$ cat src/rtl/video_capture.sv
// video_capture: serial monochrome video to packed 8-pixel framebuffer writes.
// Define VIDEO_CAPTURE_GENLOCK_EN to build in frame lock tracking and the genlock pulse.
module video_capture #(
    parameter int H_START = 16,
    parameter int V_START = 2
) (
    input  logic        clk,
    input  logic        srst_n,
    input  logic        pix_stb,
    input  logic        vid_in,
    input  logic        hsync_in,
    input  logic        vsync_in,
    output logic        wr_en,
    output logic [14:0] wr_addr,
    output logic [7:0]  wr_data,
    output logic        locked,
    output logic        genlock,
    output logic [9:0]  line_count
);

    localparam logic [9:0] H_FIRST = 10'(H_START);
    localparam logic [9:0] H_LAST  = 10'(H_START + 639);
    localparam logic [9:0] V_FIRST = 10'(V_START);
    localparam logic [9:0] V_LAST  = 10'(V_START + 239);
    localparam logic [9:0] CNT_MAX = 10'd1023;

    logic       vid_s1_q, vid_s1_d, vid_s2_q, vid_s2_d;
    logic       hs_s1_q, hs_s1_d, hs_s2_q, hs_s2_d, hs_prev_q, hs_prev_d;
    logic       vs_s1_q, vs_s1_d, vs_s2_q, vs_s2_d, vs_prev_q, vs_prev_d;
    logic [9:0] px_q, px_d;
    logic [9:0] ln_q, ln_d;
    logic [9:0] line_count_q, line_count_d;
    logic       frame_ok_q, frame_ok_d;
    logic [6:0] sh_q, sh_d;
    logic [2:0] bit_cnt_q, bit_cnt_d;
    logic       wr_en_q, wr_en_d;
    logic [14:0] wr_addr_q, wr_addr_d;
    logic [7:0] wr_data_q, wr_data_d;

    logic       hs_fall, hs_edge, vs_fall, vs_edge;
    logic       pix_acc, in_win;
    logic [6:0] col;
    logic [7:0] row;

    always_comb begin
        vid_s1_d  = vid_in;
        vid_s2_d  = vid_s1_q;
        hs_s1_d   = hsync_in;
        hs_s2_d   = hs_s1_q;
        hs_prev_d = hs_s2_q;
        vs_s1_d   = vsync_in;
        vs_s2_d   = vs_s1_q;
        vs_prev_d = vs_s2_q;

        hs_fall = hs_prev_q & ~hs_s2_q;
        hs_edge = hs_prev_q ^ hs_s2_q;
        vs_fall = vs_prev_q & ~vs_s2_q;
        vs_edge = vs_prev_q ^ vs_s2_q;

        pix_acc = pix_stb & ~hs_s2_q;
        in_win  = (px_q >= H_FIRST) && (px_q <= H_LAST) &&
                  (ln_q >= V_FIRST) && (ln_q <= V_LAST);
        col     = 7'((px_q - H_FIRST) >> 3);
        row     = 8'(ln_q - V_FIRST);

        px_d = px_q;
        if (hs_fall) begin
            px_d = '0;
        end else if (pix_acc && (px_q != CNT_MAX)) begin
            px_d = px_q + 10'd1;
        end

        // vsync wins over a coincident hsync: the frame boundary resets the line count.
        ln_d         = ln_q;
        line_count_d = line_count_q;
        frame_ok_d   = frame_ok_q;
        if (vs_fall) begin
            ln_d         = '0;
            line_count_d = ln_q;
            frame_ok_d   = 1'b1;
        end else if (hs_fall && (ln_q != CNT_MAX)) begin
            ln_d = ln_q + 10'd1;
        end

        sh_d      = sh_q;
        bit_cnt_d = bit_cnt_q;
        wr_en_d   = 1'b0;
        wr_addr_d = wr_addr_q;
        wr_data_d = wr_data_q;
        if (hs_edge || vs_edge) begin
            sh_d      = '0;
            bit_cnt_d = '0;
        end else if (pix_acc) begin
            if (frame_ok_q && in_win) begin
                if (bit_cnt_q == 3'd7) begin
                    wr_en_d   = 1'b1;
                    wr_data_d = {sh_q, vid_s2_q};
                    wr_addr_d = {col, row};
                    sh_d      = '0;
                    bit_cnt_d = '0;
                end else begin
                    sh_d      = {sh_q[5:0], vid_s2_q};
                    bit_cnt_d = bit_cnt_q + 3'd1;
                end
            end else begin
                // Leaving the window (or no frame yet) discards any partial byte.
                sh_d      = '0;
                bit_cnt_d = '0;
            end
        end
    end

    always_ff @(posedge clk) begin
        if (!srst_n) begin
            vid_s1_q     <= 1'b0;
            vid_s2_q     <= 1'b0;
            hs_s1_q      <= 1'b0;
            hs_s2_q      <= 1'b0;
            hs_prev_q    <= 1'b0;
            vs_s1_q      <= 1'b0;
            vs_s2_q      <= 1'b0;
            vs_prev_q    <= 1'b0;
            px_q         <= '0;
            ln_q         <= '0;
            line_count_q <= '0;
            frame_ok_q   <= 1'b0;
            sh_q         <= '0;
            bit_cnt_q    <= '0;
            wr_en_q      <= 1'b0;
            wr_addr_q    <= '0;
            wr_data_q    <= '0;
        end else begin
            vid_s1_q     <= vid_s1_d;
            vid_s2_q     <= vid_s2_d;
            hs_s1_q      <= hs_s1_d;
            hs_s2_q      <= hs_s2_d;
            hs_prev_q    <= hs_prev_d;
            vs_s1_q      <= vs_s1_d;
            vs_s2_q      <= vs_s2_d;
            vs_prev_q    <= vs_prev_d;
            px_q         <= px_d;
            ln_q         <= ln_d;
            line_count_q <= line_count_d;
            frame_ok_q   <= frame_ok_d;
            sh_q         <= sh_d;
            bit_cnt_q    <= bit_cnt_d;
            wr_en_q      <= wr_en_d;
            wr_addr_q    <= wr_addr_d;
            wr_data_q    <= wr_data_d;
        end
    end

    assign wr_en      = wr_en_q;
    assign wr_addr    = wr_addr_q;
    assign wr_data    = wr_data_q;
    assign line_count = line_count_q;

`ifdef VIDEO_CAPTURE_GENLOCK_EN
    logic locked_q, locked_d;
    logic genlock_q, genlock_d;

    // Lock is judged at each frame boundary against the previous frame's line count.
    always_comb begin
        locked_d = locked_q;
        if (vs_fall) begin
            locked_d = (ln_q == line_count_q) && (ln_q != '0) && (ln_q != CNT_MAX);
        end else if (ln_q == CNT_MAX) begin
            locked_d = 1'b0;
        end
        genlock_d = locked_q & vs_s2_q & ~vs_prev_q;
    end

    always_ff @(posedge clk) begin
        if (!srst_n) begin
            locked_q  <= 1'b0;
            genlock_q <= 1'b0;
        end else begin
            locked_q  <= locked_d;
            genlock_q <= genlock_d;
        end
    end

    assign locked  = locked_q;
    assign genlock = genlock_q;
`else
    assign locked  = 1'b0;
    assign genlock = 1'b0;
`endif

endmodule
$ cat config.mk
export PLATFORM = sky130hd
export DESIGN_NAME = video_capture
export DESIGN_NICKNAME = d
export VERILOG_FILES = /design/src/rtl/video_capture.sv
export SDC_FILE = /design/constraint.sdc
export NUM_CORES = 1
export LEC_CHECK = 0
export CORE_MARGIN = 2
export CORE_UTILIZATION = 55
export CTS_BUF_LIST = sky130_fd_sc_hd__clkbuf_16
export CTS_CLUSTER_DIAMETER = 120
export CTS_CLUSTER_SIZE = 25
export DETAILED_ROUTE_END_ITERATION = 8
export PLACE_DENSITY = 0.79
export SYNTH_ARGS = -nofsm -noshare
export SYNTH_HDL_FRONTEND = slang
export SYNTH_SLANG_ARGS = --single-unit
$ cat constraint.sdc
create_clock -name clk -period 4.92 [get_ports clk]
set_input_delay 0.984 -clock clk [delete_from_list [all_inputs] [get_ports clk]]
set_output_delay 0.984 -clock clk [all_outputs]
set_load 0.03 [all_outputs]
==> results.cfg <==
[run_status]
status = completed

[sta]
period_minus_slack_ns = 3.14
worstMarginPinSlew_ns = 0.835
drv_slew = 0
setup_tns_ns = 0
rsz0062_at_grt = no
max-slew-margin-rel = 0.438
hold_viol = 0
finalCritPeriodShare = 0.639
setup_viol = 0
max_freq_mhz = 318
fin_skew_ns = 0.00656

[clock_tree]
root_buffer = clkbuf_16
cts.sinks = 73
cts_buffer_depth = 2
ctsHoldBuffers = 0
cts.htree.levels = 3
post-cts-setup-buffers = 0
cts_resized = 0
cts_buffers = 9
clk_latency_ns = 0.32
tritoncts = built
clkSlewWorstSetupHoldPaths_ns = 0.06

[logic_synthesis]
synth_area_per_cell_sq_um = 8.96
yosysTopAreaCellShare = 0.453
synthCells = 360
synth_edf_count = 0
netlist_area_sq_um = 3220
synth_top_area_cell = dfxtp_1
synth-main-ff-cell = dfxtp_1
netlist_top_cells_area = dfxtp_1, mux2i_1, ha_1, xnor2_1, nor2_1
ys_types = 45
synth_seq_cells = 73
async_flop_share = 0
yosys_warnings = 0
ys_seq_area_frac = 0.453

[cells_and_area]
diodes = 0
layout.cells.most_common = dfxtp_1
finalInstanceArea_sq_um = 3920
final_layout_size_suffix_gt1_frac = 0.0581
final_cell_mix = dfxtp_1, nor2_1, clkdlybuf4s50_1
area_delta_synth_final_pct = 21.5
n_fill_cell = 442
nets = 412
fin_util = 0.703

[grt]
grt_start_max_net_pins = 35
grt-ovfl-total = 0
grt_pass1_wl_mm = 11.3
grt_util_all_layers = 0.227
antenna_found_initial = 0
grt_pass1_vias = 2454

[floorplanning]
num_rows = 27
die_w_um = 80.6
start_util = 0.578
core_sq_um = 5570
dieArea_sq_um = 6490
die_h_um = 80.6
io_pins = 42

[placement]
placed_cell_area_sq_um = 3630
hpwl_mm = 4.46
place_congestion = 0.835
port-buffer-count = 39

[pwr]
power_density_nw_per_um2 = 324
p_leak_nw = 1.42
ir_drop_mv = 0.245

[critical_path]
critPathBufInv = 1
path_class = in2reg
crit_arrival_ns = 3.40
critical-path-top-delay-family = simple AND/OR/NAND/NOR gates
required_ns = 5.18
crit_path_start_kind = input port
crit_path_cell_trace = clkdlybuf4s50_1 -> nand2b_1 -> or4b_1 -> or3_1 -> nor4_2 -> a22o_1
worst-path-max-fanout = 9
endpoint_kind = register
critPathMaxStageDelay_ns = 0.64
slowest_stage = nor4_2

[routing]
vias = 2559
via_per_inst = 5.47
drt_iter0_markers = 198
drc_errors = 0
first_pass_iters = 4
wl_per_cell_um = 14.1
wirelength_mm = 6.62
final_antenna_net_count = 0

[worst_hold_path]
hp-class = reg2reg

[run]
cap_violations = 0
report_power, final:
group	total, W	internal [W]	switching [W]
Sequential	0.000600	0.000596	0.00000359
Clock	0.000631	0.000388	0.000243
Combinational	0.0000379	0.0000136	0.0000243
Total	0.00127	0.000998	0.000271
layer usage:
layer / GRT usage / vias up / share of wire
li1: - / 1284 / -
met1: 0.293 / 1206 / 0.46
met2: 0.364 / 63 / 0.49
met3: 0.0517 / 6 / 0.044
met4: 0.0932 / 0 / 0.0098
met5: 0 / - / 0
layout make-up:
type                    count  area (sq um)  area share
clock inverters             7          62.6      0.0160
inverters                  14          52.6      0.0134
flip-flops and latches     73          1460       0.373
repair buffers             42           413       0.105
clock buffers               9           225      0.0575
multi-input cells         251          1610       0.412
well taps                  72          90.1      0.0230
through the flow:
stage	setup slack [ns]	hold WS (ns)	power (W)	std cells
after floorplan	2.20	0.412	0.000640	361
after global placement	1.57	0.414	0.000649	452
after detailed placement	1.47	0.423	0.000651	452
after CTS	1.80	0.437	0.00128	468
after global routing	1.65	0.452	0.00131	468
final	1.78	0.430	0.00127	468
state kept, by name (all words and copies together), names as in the netlist, 3 cells and up:
register / count
sh_q: 7
wr_data: 8
bit_cnt_q: 3
line_count: 10
wr_addr: 15
px_q: 10
ln_q: 10
path summary, 6_finish.rpt:
check,slack [ns],from,to,cells past startpoint
setup / recovery,1.78,pix_stb,sh_q[5],6
hold / removal,0.43,vs_s1_q,vs_prev_d,1
setup reg to reg,2.57,ln_q[1],sh_q[5],6
hold reg to reg,0.43,vs_s1_q,vs_prev_d,1
cells by family (layout without fill, tap and decap cells):
group,Yosys count,count (layout),share of synthesized area
simple gates,138,138,0.211
flops,73,73,0.453
compound gates,51,51,0.0955
buf+inv,37,72,0.0481
mux,25,25,0.0780
xor+xnor,20,20,0.0543
fa+ha+maj,15,15,0.0582
other cells,1,2,0.00116
Yosys cell counts, drive strengths merged, types with 2 or more instances:
cell / number
a22o: 8
o31ai: 2
nor2: 39
ha: 15
xor2: 3
or3: 15
o21ai: 15
mux2i: 24
dfxtp: 73
inv: 14
and2: 8
clkbuf: 14
nand3: 9
nand4: 2
a21oi: 19
and3: 2
buf: 9
nor4: 4
nand2: 38
xnor2: 17
nand2b: 4
a31oi: 2
or4: 2
nor3: 7
No activity file was read; power rests on OpenSTA's default activity.
